<file path="src/rtl/mips32_if_stage.sv">
// MIPS32 instruction-fetch stage: word-addressed PC, single-outstanding
// instruction memory request, one-entry skid buffer for responses that
// land during a stall, branch redirect with stale-response discard, and
// halt on the HLT opcode.
//
//   state  | meaning
//   -------+-----------------------------------------------------------
//   S_IDLE | fetch disabled, no request outstanding
//   S_REQ  | request for PC presented this cycle (unless stalled/redirected)
//   S_WAIT | one request outstanding, or response parked in skid buffer
//   S_HALT | HLT delivered; fetch frozen until a redirect or reset
module mips32_if_stage #(
  parameter logic [5:0]  HLT_OP   = 6'b111111,
  parameter logic [31:0] RESET_PC = 32'd0
) (
  input  logic        clk,
  input  logic        rst_n,
  input  logic        en,
  input  logic        stall_i,
  input  logic        br_taken_i,
  input  logic [31:0] br_target_i,
  output logic        imem_req_o,
  output logic [31:0] imem_addr_o,
  input  logic        imem_valid_i,
  input  logic [31:0] imem_rdata_i,
  output logic [31:0] if_id_ir_o,
  output logic [31:0] if_id_npc_o,
  output logic        if_id_valid_o,
  output logic [31:0] pc_o,
  output logic        halted_o
);

  typedef enum logic [1:0] {
    S_IDLE = 2'd0,
    S_REQ  = 2'd1,
    S_WAIT = 2'd2,
    S_HALT = 2'd3
  } state_t;

  state_t      state;
  logic [31:0] pc;
  logic        skid_valid;
  logic [31:0] skid_data;
  logic        discard;

  logic        have_data;
  logic [31:0] fetch_word;
  logic        write_en;
  logic        is_hlt;
  logic [31:0] pc_inc;
  state_t      after_fetch;

  // Response availability, IF/ID write qualification and next-PC arithmetic
  always_comb begin
    have_data   = skid_valid | (imem_valid_i & ~discard);
    fetch_word  = skid_valid ? skid_data : imem_rdata_i;
    write_en    = (state == S_WAIT) & have_data & ~stall_i & ~br_taken_i;
    is_hlt      = (fetch_word[31:26] == HLT_OP);
    pc_inc      = pc + 32'd1;
    after_fetch = en ? S_REQ : S_IDLE;
  end

  // The request strobe is qualified by stall and redirect in the same
  // cycle: a stalled REQ must not issue, and a REQ coinciding with a
  // redirect would fetch the stale PC. The address is the PC register.
  always_comb begin
    imem_req_o  = (state == S_REQ) & ~stall_i & ~br_taken_i;
    imem_addr_o = pc;
    pc_o        = pc;
  end

  // Fetch FSM, PC, IF/ID register, skid buffer and discard flag
  always_ff @(posedge clk or negedge rst_n) begin
    if (!rst_n) begin
      state         <= S_IDLE;
      pc            <= RESET_PC;
      skid_valid    <= 1'b0;
      skid_data     <= 32'd0;
      discard       <= 1'b0;
      if_id_ir_o    <= 32'd0;
      if_id_npc_o   <= 32'd0;
      if_id_valid_o <= 1'b0;
      halted_o      <= 1'b0;
    end else if (br_taken_i) begin
      pc            <= br_target_i;
      if_id_valid_o <= 1'b0;
      if_id_ir_o    <= 32'd0;
      skid_valid    <= 1'b0;
      halted_o      <= 1'b0;
      case (state)
        S_IDLE: begin
          state   <= S_IDLE;
          discard <= 1'b0;
        end
        S_REQ: begin
          state   <= S_REQ;
          discard <= 1'b0;
        end
        S_WAIT: begin
          // A response is still in flight only if nothing has arrived yet;
          // that one must be swallowed when it shows up.
          if (!skid_valid && !imem_valid_i) begin
            state   <= S_WAIT;
            discard <= 1'b1;
          end else begin
            state   <= after_fetch;
            discard <= 1'b0;
          end
        end
        S_HALT: begin
          state   <= S_REQ;
          discard <= 1'b0;
        end
      endcase
    end else begin
      // A live IF/ID entry is consumed whenever downstream is not stalled.
      if (!stall_i) begin
        if_id_valid_o <= write_en;
      end
      case (state)
        S_IDLE: begin
          if (en && !stall_i) begin
            state <= S_REQ;
          end
        end
        S_REQ: begin
          if (!stall_i) begin
            state <= S_WAIT;
          end
        end
        S_WAIT: begin
          if (imem_valid_i && discard) begin
            discard <= 1'b0;
            state   <= after_fetch;
          end else if (have_data) begin
            if (stall_i) begin
              if (!skid_valid) begin
                skid_valid <= 1'b1;
                skid_data  <= imem_rdata_i;
              end
            end else begin
              if_id_ir_o  <= fetch_word;
              if_id_npc_o <= pc_inc;
              pc          <= pc_inc;
              skid_valid  <= 1'b0;
              if (is_hlt) begin
                state    <= S_HALT;
                halted_o <= 1'b1;
              end else begin
                state <= after_fetch;
              end
            end
          end
        end
        S_HALT: begin
          state <= S_HALT;
        end
      endcase
    end
  end

endmodule

</file>
<file path="config.mk">
export PLATFORM = sky130hd
export DESIGN_NAME = mips32_if_stage
export DESIGN_NICKNAME = d
export VERILOG_FILES = /design/src/rtl/mips32_if_stage.sv
export SDC_FILE = /design/constraint.sdc
export NUM_CORES = 1
export LEC_CHECK = 0
export ABC_AREA = 1
export CELL_PAD_IN_SITES_DETAIL_PLACEMENT = 1
export CELL_PAD_IN_SITES_GLOBAL_PLACEMENT = 1
export CORE_MARGIN = 3
export CORE_UTILIZATION = 34
export CTS_CLUSTER_SIZE = 14
export DETAILED_ROUTE_END_ITERATION = 12
export GPL_TIMING_DRIVEN = 0
export HOLD_SLACK_MARGIN = 0.02
export PLACE_DENSITY = 0.89
export SLEW_MARGIN = 20
export SYNTH_ARGS = -nofsm -noshare
export SYNTH_HDL_FRONTEND = slang
export SYNTH_SLANG_ARGS = --single-unit
</file>
<file path="constraint.sdc">
create_clock -name clk -period 2 [get_ports clk]
set_input_delay 0.6 -clock clk [delete_from_list [all_inputs] [get_ports clk]]
set_output_delay 0.6 -clock clk [all_outputs]
set_load 0.02 [all_outputs]
</file>
# ---- Word-level counts from Yosys, hierarchy flattened
# Index checks and enable logic that the tools add are counted.
dict set report op_classes {
  addsub 1
  eq_ne 10
  muxes 40
  bitwise 11
  reduce_logical 20
}
# operator count
set ops {}
lappend ops {{$mux 32} 11}
lappend ops {{$add 32x1->32 const B} 1}
lappend ops {{$mux 1} 18}
lappend ops {{$mux 2} 8}
lappend ops {{$reduce_and 5->1} 3}
lappend ops {{$ne 4x3->1 const B} 2}
lappend ops {{$pmux 2 s4} 1}
lappend ops {{$reduce_and 4->1} 2}
lappend ops {{$reduce_bool 2->1} 4}
lappend ops {{$and 1x1->1} 6}
lappend ops {{$eq 6x6->1 const B} 1}
lappend ops {{$ne 3x3->1 const B} 2}
lappend ops {{$pmux 2 s3} 1}
lappend ops {{$eq 2x2->1 const B} 2}
lappend ops {{$not 1->1} 4}
lappend ops {{$logic_and 1x1->1} 3}
lappend ops {{$logic_not 1->1} 3}
lappend ops {{$reduce_and 3->1} 1}
lappend ops {{$reduce_or 3->1} 1}
lappend ops {{$eq 2x1->1 const B} 1}
lappend ops {{$logic_not 2->1} 1}
lappend ops {{$ne 2x1->1 const B} 1}
lappend ops {{$ne 2x2->1 const B} 1}
lappend ops {{$pmux 1 s2} 1}
lappend ops {{3 further kinds} 3}
dict set report totals {
  register_bits 134
  in_bits 70
  wordCells 91
}

# ---- Longest topological paths before layout
# Gate-level depths: netlist of the first run.
dict set report depth {
  word_depth 8
  depth_mapped 11
  ltp_nobuf 10
}

# ---- Worst setup path before layout of the first run
# No wires, ideal clock.
dict set report synth_path {
  kind {input -> output}
  start {input br_taken_i}
  end {output imem_req_o}
  t_arrival_ps 1177
  t_required_ps 1400
  slack_ps 223
  path_stages 4
  path_buffers 1
  cell_sequence {buf_6 > nor2_1 > inv_1 > nor2_1}
}
dict set report synth_via {
  elab_chain_len 2
}
# item line_no
set synth_lines {}
lappend synth_lines {{from (decl)} 20} ;# input logic br_taken_i,
lappend synth_lines {{$not 1->1 (no source line)} --}
lappend synth_lines {{$and 1x1->1} 67} ;# imem_req_o = (state == S_REQ) & ~stall_i & ~br_taken_i;
lappend synth_lines {{to (decl)} 22} ;# output logic imem_req_o,
# Every way passes these cells.

# ---- Worst setup path after layout of the first run
dict set report layout_path {
  start {register if_id_npc_o[5]}
  end {output if_id_npc_o[5]}
}
# item line_no
set layout_rtl {}
lappend layout_rtl {{from (decl)} 27} ;# output logic [31:0] if_id_npc_o,
lappend layout_rtl {{from (signal assigned)} 143} ;# if_id_npc_o <= pc_inc;
# No word-level cell between the ends.

==> results of run 1 <==
==> repair_timing <==
action | in CTS | in global routing
pin swaps | 0 | 3
endpoints found under the setup margin | 114 | 78
resized for setup | 146 | 37
buffers inserted | 2 | 1
==> registers in the layout (all words and copies together), names as in the netlist <==
name,cells
if_id_ir_o,32
if_id_npc_o,32
if_id_valid_o,1
skid_data,32
state,2
discard,1
skid_valid,1
imem_addr_o,32
halted_o,1
==> cells in the mapped netlist (2+ instances only) <==
cell type | count | area (um2)
nand3_1 | 30 | 150
nor2_2 | 3 | 18.8
inv_2 | 5 | 18.8
nand2_1 | 353 | 1330
nor2_1 | 75 | 282
buf_6 | 6 | 67.6
or2_2 | 2 | 12.5
xor2_1 | 11 | 96.3
clkbuf_1 | 9 | 33.8
a21oi_1 | 24 | 120
o21ai_0 | 59 | 295
o21bai_1 | 2 | 15.0
a22oi_1 | 10 | 75.1
inv_1 | 69 | 259
a31oi_1 | 10 | 62.6
nand3b_1 | 2 | 15.0
xnor2_1 | 2 | 17.5
buf_2 | 15 | 75.1
o21ai_2 | 9 | 78.8
o22ai_1 | 2 | 12.5
a22o_1 | 3 | 26.3
buf_4 | 37 | 278
dfrtp_1 | 134 | 3350
nand4_1 | 2 | 12.5
o21ai_1 | 12 | 60.1
nor3_1 | 3 | 15.0
==> worst max path at each step <==
stage                               start                         to  slack, ns  cells after the start
3_5_place_dp                      stall_i                 imem_req_o      -0.78                      5
3_3_place_gp                        rst_n  skid_data[20]$_DFFE_PN0P_      -5.28                      1
6_report       if_id_npc_o[5]$_DFFE_PN0P_             if_id_npc_o[5]       0.03                      1
2_1_floorplan                  br_taken_i                 imem_req_o       0.22                      4
5_1_grt         if_id_ir_o[2]$_DFFE_PN0P_              if_id_ir_o[2]      0.001                      1
4_1_cts                           stall_i                 imem_req_o      -0.05                      5
==> cells by family after synthesis <==
family                     after synthesis  share of synthesized area [%]
xor gates and xnor gates                13                           1.65
DFF                                    134                           48.5
muxes                                    1                          0.145
AOI/OAI and AO/OA                      134                           11.3
and+or+nand+nor                        476                           27.5
buffers and inverters                  144                           10.8
adders and majority gates                1                          0.181
==> report_power, final <==
part / total [mW] / switching (mW) / internal, mW
clock: 3.73 / 1.23 / 2.50
sequential: 3.76 / 0.508 / 3.25
combinational: 3.24 / 1.95 / 1.29
==> final cells by class <==
class | count | area share, %
sequential | 134 | 33.9
inverter | 75 | 2.83
antenna | 1 | 0.0250
clock inverter | 13 | 2.50
tap | 265 | 3.32
clock buffer | 19 | 4.43
timing repair buffer | 203 | 19.7
buffer | 69 | 4.72
multi-input combinational | 625 | 28.6
==> per-stage QoR <==
step | cell area [um2] | power [mW] | cells | hold WS, ns | util (%)
final | 9990 | 10.7 | 1404 | 0.0871 | 50.7
after detailed placement | 9270 | 7.24 | 1368 | 0.470 | 47.0
after global placement | 9240 | 7.09 | 1367 | 0.462 | 46.8
after global routing | 9990 | 11.2 | 1404 | 0.113 | 50.7
after CTS | 9880 | 10.8 | 1402 | 0.101 | 50.1
after floorplan | 6910 | 5.54 | 903 | 0.304 | -
==> layer usage <==
layer  share of wire, %  up-vias  track usage [%]
li1                   -     3274                -
met1                 42     3522             30.6
met2                 50      227             39.4
met3                5.5       48             4.51
met4                3.0        0             10.7
met5                  0        -                0
==> reports/results.ini, run 1 <==
[timing]
min_period_ns=1.97
fin_worst_skew_ns=0.00951
worst_slack_ns=0.0295
worstMarginPinSlew_ns=0.654
slew_viol_final=0
setup_viol=0
fin_crit_sh_pct=98.5
timing.slew.headroom_pct=56.4
fmax_ghz=0.507
finalHoldViolations=0
tns_ns=0
rsz0062_at_grt=false

[cts]
clock-sinks=134
clk_pin_slew_worst_paths_ns=0.06
cts_buffers=17
clk_latency_ns=0.42
cts_root_buf=clkbuf_16
htree_levels=4
postCtsHoldBufs=0
cts_tree=yes
clk_path_buf_depth=2

[power_and_ir_drop]
ir_drop_v=0.000421
p_leak_nw=5.36
p_per_area_nw_per_um2=1070

[placement]
port_buffers=199
gp_congestion=0.931
post-place-ws_ns=-0.783
dp_hpwl_um=18900

[critical_path]
r2r_slack_ns=0.13
worst-path-buf-inv=1
cp_slowest_cell=clkdlybuf4s50_1
crit_path_end_kind=output port
reg2reg_from=imem_addr_o[0]$_DFFE_PN0P_
crit_type=reg2out
r2r-end=imem_addr_o[24]$_DFFE_PN0P_
reg2regPathDepth=9
cp_top_family=buffers and inverters
cpPeakStageDelay_ns=0.61
path_cells=clkdlybuf4s50_1
critPathLaunchType=register
arrival_ns=1.37
critPathMaxFanout=2
crit_required_ns=1.40

[job]
drv_cap=0

[grt]
antenna_found_initial=1
grt-ovfl-total=0
grt_pass1_vias=7628
grt_pass1_wl_um=41300
grt_max_degree=85
grt_use_total_pct=23.9

[detailed_routing]
vias_per_cell=5.04
vias=7071
drtIter0Drc=414
drc=0
antenna_left=0
drt_wl_total_um=26300
post_drt_wl_per_cell_um=18.7
firstDrtPassIters=5

[cells_and_area]
final_common_cell=nand2_1
nets=1196
seqCellArea_um2=3390
multi_input_area_um2=2850
syn_to_final_growth_pct=44.5
drive_gt1_share_pct=13.8
fillers=2412
final_cell_mix=nand2_1, dlygate4sd2_1, dfrtp_1, nor2_1, inv_1

[synth]
ys_seq_area_share_pct=48.5
synthArstFlopShare_pct=100
ys_ff_latch=134
synthCells=903
synth_cell_types=40
ys.flop_type=dfrtp_1
avgSynthCellArea_um2=7.66
synth_area_um2=6910
syn_nets=974
synth-edff-count=0
yosysWarnings=0

[floorplanning]
start_util_pct=35.1
die_area_um2=22100
die_w_um=149
fp.dieH_um=149
core_um2=19700
num_rows=51
ios=201

[outcome]
status=completed

[worst_hold_path]
min_path_type=in2async

Note: power is estimated with default switching activity, not from simulation.
==> run 2: changes to the inputs <==
CORE_MARGIN = 1.5   (was 3)
CORE_UTILIZATION = 45   (was 34)
DONT_BUFFER_PORTS = 1   (was default)
PLACE_DENSITY = 0.88   (was 0.89)
==> run 2 against run 1 <==
  * The run now ends with hold timing left
  * Via count fell by 13%
  * Largest cell class unchanged
  * Worst hold slack worse by 0.22 ns
  * Power decreased by 11%
  * First-iteration DRC count shrank 4.1%
  * Routed wire length decreased by 14%
  * Combinational power fell by 42%
  * Highest routed layer unchanged
  * Largest power group unchanged
  * Utilization is 1.4 points higher
  * Fmax increased by 2.1%
  * Final cell count fell by 19%
  * Sequential power grew 14%
  * Clock skew down 0.0015 ns
  * Non-clock buffer count decreased by 199
==> reports/results.ini, run 2 (synthesized netlist as in run 1, its figures left out) <==
[cts]
clk_path_buf_depth=2  ; unchanged
cts_tree=yes
clk_pin_slew_worst_paths_ns=0.06  ; about the same
htree_levels=4  ; unchanged
clock-sinks=134  ; unchanged
cts_root_buf=clkbuf_16
cts_buffers=17  ; unchanged
clk_latency_ns=0.43  ; about the same

[cells_and_area]
final_cell_mix=nand2_1, dfrtp_1, nor2_1, inv_1, o21ai_0
stdcell_count=1131  ; -19%
drive_gt1_share_pct=14.2  ; +0.37 points
fillers=1882  ; -22%
fin_area_um2=7860  ; -21%
nets=997  ; -17%
fin_util_pct=52.1  ; +1.4 points
syn_to_final_growth_pct=13.7
final_common_cell=nand2_1

[floorplanning]
core_um2=15100  ; -23%
start_util_pct=45.8  ; +11 points
die_area_um2=16100  ; -27%
ios=201  ; unchanged
die_w_um=127  ; -15%
fp.dieH_um=127  ; -15%
num_rows=45  ; -12%

[placement]
dp.cells=1091  ; -20%
gp_congestion=0.826  ; -11%
dp_hpwl_um=16100  ; -15%
dpl_cell_area_um2=7150  ; -23%
post-place-ws_ns=-0.161  ; +0.622 ns
port_buffers=0  ; -100%

[grt]
grt_max_degree=135  ; +59%
grt-ovfl-total=0  ; unchanged
antenna_found_initial=5  ; +4
grt_use_total_pct=28.8  ; +4.9 points
grt_pass1_vias=6346  ; -17%
grt_pass1_wl_um=35300  ; -14%

[detailed_routing]
drc=0  ; unchanged
post_drt_wl_per_cell_um=20.1  ; +7.2%
vias_per_cell=5.47  ; +8.5%
drtIter0Drc=397  ; -4.1%
vias=6181  ; -13%
drt_wl_total_um=22700  ; -14%
firstDrtPassIters=5  ; unchanged
antenna_left=0  ; unchanged

[critical_path]
critPathLaunchType=register
reg2reg_from=imem_addr_o[0]$_DFFE_PN0P_
reg2regPathDepth=9  ; unchanged
critPathMaxFanout=4  ; +2
crit_path_end_kind=output port
r2r_slack_ns=0.08  ; -0.05 ns
crit_type=reg2out
r2r-end=imem_addr_o[12]$_DFFE_PN0P_
crit_required_ns=1.40  ; about the same
arrival_ns=1.33  ; -0.04 ns

[power_and_ir_drop]
p_per_area_nw_per_um2=1210  ; +13%
p_leak_nw=3.96  ; -26%
ir_drop_v=0.000642  ; +52%
total_power_mw=9.54  ; -11%

[timing]
finalHoldViolations=134  ; +134
worstMarginPinSlew_ns=0.670  ; +0.0164 ns
hold-worst-slack_ns=-0.132  ; -0.219 ns
tns_ns=0  ; unchanged
worst_slack_ns=0.0699  ; +0.0405 ns
setup_viol=0  ; unchanged
slew_viol_final=0  ; unchanged
timing.slew.headroom_pct=55.3  ; -1.1 points
rsz0062_at_grt=false
fmax_ghz=0.518  ; +2.1%
fin_crit_sh_pct=96.5  ; -2.0 points
min_period_ns=1.93  ; -0.0405 ns
fin_worst_skew_ns=0.00799  ; -0.00152 ns

[outcome]
violations=hold timing
status=complete, but fails checks

[worst_hold_path]
min_path_type=in2async

[job]
drv_cap=0  ; unchanged

## run 2: changes by cell type in the layout (fill, tap and decap cells not counted), moves of 16 or more
cell / previous run / this run
clkdlybuf4s50_1: 68 / 0
dfrtp_1: 106 / 122
dfrtp_2: 28 / 12
dlygate4sd2_1: 108 / 0
dlymetal6s2s_1: 19 / 0
## run 2: how the worst max path moves through the flow
stage	start	endpoint	slack, ns
global placement	imem_addr_o[0]$_DFFE_PN0P_	if_id_npc_o[26]$_DFFE_PN0P_	-0.13
finish	state[1]$_DFFE_PN0P_	imem_req_o	0.07
floorplan	br_taken_i	imem_req_o	0.22
detailed placement	imem_addr_o[0]$_DFFE_PN0P_	if_id_npc_o[26]$_DFFE_PN0P_	-0.16
global route	state[1]$_DFFE_PN0P_	imem_req_o	0.005
CTS	imem_addr_o[0]$_DFFE_PN0P_	imem_addr_o[12]$_DFFE_PN0P_	-0.04
## run 2: report_power, final
part	leakage [nW]	total, mW	switching (mW)	internal (mW)
combinational	1.94	1.87	1.19	0.680
sequential	1.72	4.29	1.05	3.24
clock	0.308	3.38	1.22	2.16
total	3.96	9.54	3.47	6.07
## run 2: cell type report
type / instances / area, um2 / share of cell area, %
clock inverter: 11 / 173 / 2.20
multi-input combinational: 625 / 2840 / 36.1
sequential: 134 / 3370 / 42.9
inverter: 75 / 283 / 3.60
timing repair buffer: 4 / 30.0 / 0.382
clock buffer: 21 / 460 / 5.86
antenna: 4 / 10.0 / 0.127
tap: 188 / 235 / 2.99
buffer: 69 / 463 / 5.89
## run 2: per-layer routing
layer	wire length, um	GRT usage, %	vias to the layer above
li1	-	-	2877
met1	9770	37.5	3080
met2	10900	46.5	189
met3	1600	7.89	35
met4	478	10.2	0
met5	0	0	-
## run 2: repair_timing
action                                 in CTS  in global routing
gates cloned                                0                  0
endpoints found under the hold margin     134                134
gates resized for setup                     3                 16
setup buffers                               0                  4
setup endpoints to repair                  17                 24
pin swaps                                   0                  2
## run 2: worst max-delay path, cell delays in order, from the launching register on
cell and delay, ns:
dfrtp_1 0.40, inv_2 0.14, nand2_1 0.11, nor2_2 0.26
==> variant 1 (flow settings as in run 2) <==
Add an input register stage for `br_target_i`, with the module's reset; this delays it by one clock. The other inputs are not delayed to match.
--- a/src/rtl/mips32_if_stage.sv
+++ b/src/rtl/mips32_if_stage.sv
@@ -38,2 +38,12 @@
   } state_t;
+
+  logic [31:0] br_target_q;
+
+  always_ff @(posedge clk or negedge rst_n) begin
+    if (!rst_n) begin
+      br_target_q <= '0;
+    end else begin
+      br_target_q <= br_target_i;
+    end
+  end
 
@@ -84,3 +94,3 @@
     end else if (br_taken_i) begin
-      pc            <= br_target_i;
+      pc            <= br_target_q;
       if_id_valid_o <= 1'b0;
Formal check against the unedited RTL: not equivalent (Yosys sat finds a counterexample within 4 cycles, from zero or initial values and one cycle with rst_n low).
==> variant 1 against run 2 <==
The flow still finishes with violations (negative hold slack); critical path depth unchanged; global-route usage down 1.6 points; synthesized cell count rose by 3.0%; setup slack lost 0.011 ns; sequential cell count up 32; maximum frequency is 0.55% lower; worst hold slack got worse by 0.017 ns; area after synthesis is 14% higher; count of clock-buffer cells in the layout is 4 lower; design area grew 12%; sequential share of layout area rose by 4.6 points; total power up 2.0%; wire length is 5.2% higher; clock power about the same; critical path type unchanged; critical endpoint unchanged.
==> variant 1: results (changes against run 2) <==
Seq pwr share -> 0.494 (was 0.449)
Post-synthesis sequential area ratio -> 0.528 (was 0.485)
DR WL met3 -> 1.92 mm (was 1.60 mm)
Gate Count Post-Synth -> 930 (was 903)
Detail Route met2 WL -> 12.0 mm (was 10.9 mm)
Filler cells -> 2047 (was 1882)
Power Total -> 9730 uW (was 9540 uW)
Dpl cell area -> 8150 sq um (was 7150 sq um)
Status -> finished, violations left (unchanged)
Worst R2R Start -> imem_addr_o[7]$_DFFE_PN0P_ (was imem_addr_o[0]$_DFFE_PN0P_)
Layout cell share with drive strength beyond 1 -> 0.176 (was 0.142)
Top cells by area, synth -> dfrtp_1 (53%), nand2_1 (16%), buf_4 (3.7%) (was dfrtp_1 (49%), nand2_1 (19%), o21ai_0 (4.3%))
First-pass GRT wire length -> 37.6 mm (was 35.3 mm)
Failing checks -> negative hold slack (unchanged)
Metal1 wirelength -> 9.43 mm (was 9.77 mm)
Initial antenna violation count -> 3 (was 5)
R2R Path End -> imem_addr_o[27]$_DFFE_PN0P_ (was imem_addr_o[12]$_DFFE_PN0P_)
Commonest cells in the netlist -> nand2_1 (345), dfrtp_1 (166), nor2_1 (60) (was nand2_1 (353), dfrtp_1 (134), nor2_1 (75))
Largest net degree at the start of global routing -> 167 (was 135)
Final wirelength -> 23.9 mm (was 22.7 mm)
Critical-path maximum fanout -> 3 (was 4)
Placed Instances -> 1155 (was 1091)
Met3 Usage GRT -> 0.102 (was 0.0789)
Min Hold Slack -> -0.149 ns (was -0.132 ns)
Initial DRC count -> 364 (was 397)
Period Utilization, post-route -> 0.970 (was 0.965)
Clock-net power -> 3380 uW (about the same)
Final Hold Viols -> 166 (was 134)
CORE AREA -> 17200 sq um (was 15100 sq um)
Drt first pass iters -> 4 (was 5)
HPWL Detailed -> 16.7 mm (was 16.1 mm)
Worst r2r path cells -> 8 (was 9)
Number of buffers added on ports -> 0 (unchanged)
Syn nets -> 1001 (was 974)
Tot GR Track Use -> 0.272 (was 0.288)
Worst skew pair latency -> 0.45 ns (was 0.43 ns)
Vias in the first global route -> 6898 (was 6346)
Leak -> 0.00435 uW (was 0.00396 uW)
Crit path max-delay family -> simple AND/OR/NAND/NOR gates (was flip-flops)
WL/cell -> 20.1 um (about the same)
Flop-to-flop setup slack -> 0.10 ns (was 0.08 ns)
Met2 Use GR -> 0.469 (was 0.465)
Vias per inst -> 5.36 (was 5.47)
Net Sw Power -> 3400 uW (was 3470 uW)
Max layer used -> met5 (was met4)
Final setup skew -> 0.0108 ns (was 0.00799 ns)
Worst slew pin tran -> 0.624 ns (was 0.670 ns)
Setup WS pre-CTS -> -0.108 ns (was -0.161 ns)
GPL Wtd Cong -> 0.887 (was 0.826)
Worst VDD drop -> 0.664 mV (was 0.642 mV)
Synth cell types -> 36 (was 40)
GR Util met1 -> 0.314 (was 0.375)
## variant 1: changes by cell type after synthesis, moves of 6 or more
cell / before / now
o21ai_2: 9 / 15
o21ai_0: 59 / 47
inv_1: 69 / 58
nor2_1: 75 / 60
nand2_1: 353 / 345
dfrtp_1: 134 / 166
nand3b_1: 2 / 10
nor2_4: 0 / 7
## variant 1: area by class of cell
type	count	area, sq um	share of cell area
Antenna cell	2	5.00	0.000569
Tap cell	225	282	0.0320
Buffer	69	508	0.0578
Multi-Input combinational cell	629	2980	0.338
Sequential cell	166	4180	0.475
Timing Repair Buffer	1	7.51	0.000854
Clock inverter	15	166	0.0189
Clock buffer	17	425	0.0484
Inverter	65	246	0.0280
## variant 1: logic make-up after synthesis
kind of cell | synth area share
buffers and inverters | 0.0964
flip-flops | 0.528
AND/OR/NAND/NOR | 0.260
AO/OA/AOI/OAI | 0.0980
XOR/XNOR | 0.0165
adder cells (fa/ha/maj) | 0.00159
==> variant 2 (flow settings as in run 2) <==
Made on the original files. Reset style: synchronous (`rst_n`), changed in one clocked block.
--- a/src/rtl/mips32_if_stage.sv
+++ b/src/rtl/mips32_if_stage.sv
@@ -72,3 +72,3 @@
   // Fetch FSM, PC, IF/ID register, skid buffer and discard flag
-  always_ff @(posedge clk or negedge rst_n) begin
+  always_ff @(posedge clk) begin
     if (!rst_n) begin
Behaviour: differs if rst_n is asserted again (counterexample within 4 cycles, from zero or initial values and one cycle with rst_n low); with rst_n held inactive, the same outputs for 4 cycles.
==> variant 2 against run 2 <==
Count of clock-buffer cells in the layout shrank 2; worst hold slack gained 0.44 ns; area after synthesis shrank 4.6%; wire length grew 1.5%; sequential cell count is the same; design area shrank 4.3%; core utilization grew 0.053 points; non-clock buffer count grew 9; via count grew 9.4%; first-iteration DRC count grew 7.8%; setup slack lost 0.026 ns; critical path depth grew 4; critical endpoint is now if_id_ir_o[21]$_SDFFE_PP0P_.
Power is not compared: it rests on default switching activity, and its combinational part moved more than twofold at a synthesized area within 25%.
==> variant 2: results (changes against run 2) <==
Status -> finished clean (was finished, violations left)
Syn. warnings -> 0 (unchanged)
Final non-filler cell total -> 1226 (was 1131)
Async SR Flop Fraction -> 0 (was 1.00)
Syn nets -> 1078 (was 974)
H-tree levels -> 4 (unchanged)
Reg clk slew, reported paths -> 0.06 ns (about the same)
HPWL Detailed -> 16.2 mm (was 16.1 mm)
Layout cell share with drive strength beyond 1 -> 0.118 (was 0.142)
Vias -> 6759 (was 6181)
Post-synthesis sequential area ratio -> 0.407 (was 0.485)
First-pass GRT wire length -> 35.0 mm (was 35.3 mm)
Final setup skew -> 0.00899 ns (was 0.00799 ns)
Worst VDD drop -> 0.538 mV
Gate Count Post-Synth -> 1007 (was 903)
Top_reg_cell synth -> dfxtp_1 (was dfrtp_1)
Initial DRC count -> 428 (was 397)
Leak -> 0.00297 uW
Setup WS pre-CTS -> -0.285 ns (was -0.161 ns)
Tot GR Track Use -> 0.301 (was 0.288)
Dpl cell area -> 6830 sq um (was 7150 sq um)
Worst slew pin tran -> 0.736 ns (was 0.670 ns)
Top cells by area, synth -> dfxtp_1 (41%), nand2_1 (16%), a21oi_1 (7.9%) (was dfrtp_1 (49%), nand2_1 (19%), o21ai_0 (4.3%))
Worst skew pair latency -> 0.43 ns (about the same)
GPL Wtd Cong -> 0.980 (was 0.826)
WS Path Type -> flop to flop (was flop to primary output)
# hold bufs at CTS -> 0
Largest net degree at the start of global routing -> 17 (was 135)
Number of buffers added on ports -> 0 (unchanged)
Clock buffer count from CTS -> 17 (unchanged)
TNS Setup -> 0 ns (unchanged)
Drt first pass iters -> 5 (unchanged)
Commonest cells in the netlist -> nand2_1 (275), dfxtp_1 (134), nor2_1 (128) (was nand2_1 (353), dfrtp_1 (134), nor2_1 (75))
Critical-path maximum fanout -> 10 (was 4)
Initial antenna violation count -> 0 (was 5)
Synth cell types -> 30 (was 40)
WL/cell -> 18.8 um (was 20.1 um)
Root Driver -> clkbuf_16 (unchanged)
Antenna Cells -> 0 (was 4)
Final setup fails -> 0 (unchanged)
Worst hold path type -> primary input to flop (was primary input to async pin)
CTS Buffer Depth -> 2 (unchanged)
Vias in the first global route -> 6736 (was 6346)
Arrival time worst endpoint -> 2.31 ns (was 1.33 ns)
-- variant 2: changes by cell type after synthesis, sizes merged, moves of 6 or more --
| cell | run 2 | this run |
|---|---|---|
| nand2 | 355 | 278 |
| o21ai | 80 | 88 |
| clkbuf | 10 | 26 |
| dfrtp | 134 | 0 |
| inv | 74 | 98 |
| dfxtp | 0 | 134 |
| a22oi | 10 | 0 |
| buf | 59 | 53 |
| nor2 | 79 | 133 |
| a31oi | 10 | 3 |
| nand3 | 31 | 67 |
| a21oi | 25 | 104 |
-- variant 2: cell families after synthesis --
| family | count (synthesis) | share of synthesized area |
|---|---|---|
| adders and majority gates | 1 | 0.00190 |
| xor gates and xnor gates | 9 | 0.0120 |
| buffers and inverters | 177 | 0.125 |
| and+or+nand+nor | 485 | 0.299 |
| AOI/OAI and AO/OA | 201 | 0.155 |
| DFF | 134 | 0.407 |
-- variant 2: report_power, final --
| part | internal [uW] | switching [uW] | total, uW |
|---|---|---|---|
| Sequential | 2720 | 136 | 2860 |
| Clock | 2080 | 1240 | 3320 |
| Combinational | 162 | 317 | 479 |
-- variant 2: final cells by class --
type | count | area, sq um
timing repair buffer | 3 | 22.5
sequential | 134 | 2710
multi-input combinational | 696 | 3120
clock inverter | 13 | 180
inverter | 98 | 368
clock buffer | 19 | 433
fill | 1973 | 6900
tap | 184 | 230
buffer | 79 | 463
-- variant 2: routing by layer --
layer | global-route usage | vias up | share of wire
met2 | 0.473 | 216 | 0.46
li1 | - | 3210 | -
met4 | 0.136 | 0 | 0.028
met5 | 0 | - | 0
met3 | 0.0870 | 47 | 0.075
met1 | 0.382 | 3286 | 0.43
-- variant 2: repair_timing --
item | CTS | global route
pin swaps | 0 | 2
resized for setup | 6 | 26
setup buffers | 0 | 3
setup endpoints to repair | 13 | 29
endpoints found under the hold margin | 0 | 0
-- variant 2: path summary, 6_finish.rpt --
| check | start | end | slack [ns] | depth (start not counted) |
|---|---|---|---|---|
| worst max-delay path | state[1]$_SDFFE_PN0P_ | if_id_ir_o[21]$_SDFFE_PP0P_ | 0.04 | 7 |
| worst min-delay path | rst_n | skid_data[4]$_SDFFE_PN0P_ | 0.31 | 2 |
| worst max register to register | state[1]$_SDFFE_PN0P_ | if_id_ir_o[21]$_SDFFE_PP0P_ | 0.04 | 7 |
| worst min register to register | skid_data[12]$_SDFFE_PN0P_ | skid_data[12]$_SDFFE_PN0P_ | 0.45 | 2 |
-- variant 2: critical path, cell delays in order (launching register included) --
cell	delay, ns
dfxtp_1	0.41
inv_2	0.10
nor2_4	0.15
nand2_4	0.12
nor3_2	0.37
clkbuf_1	0.47
nor2_1	0.10
nor2_1	0.15
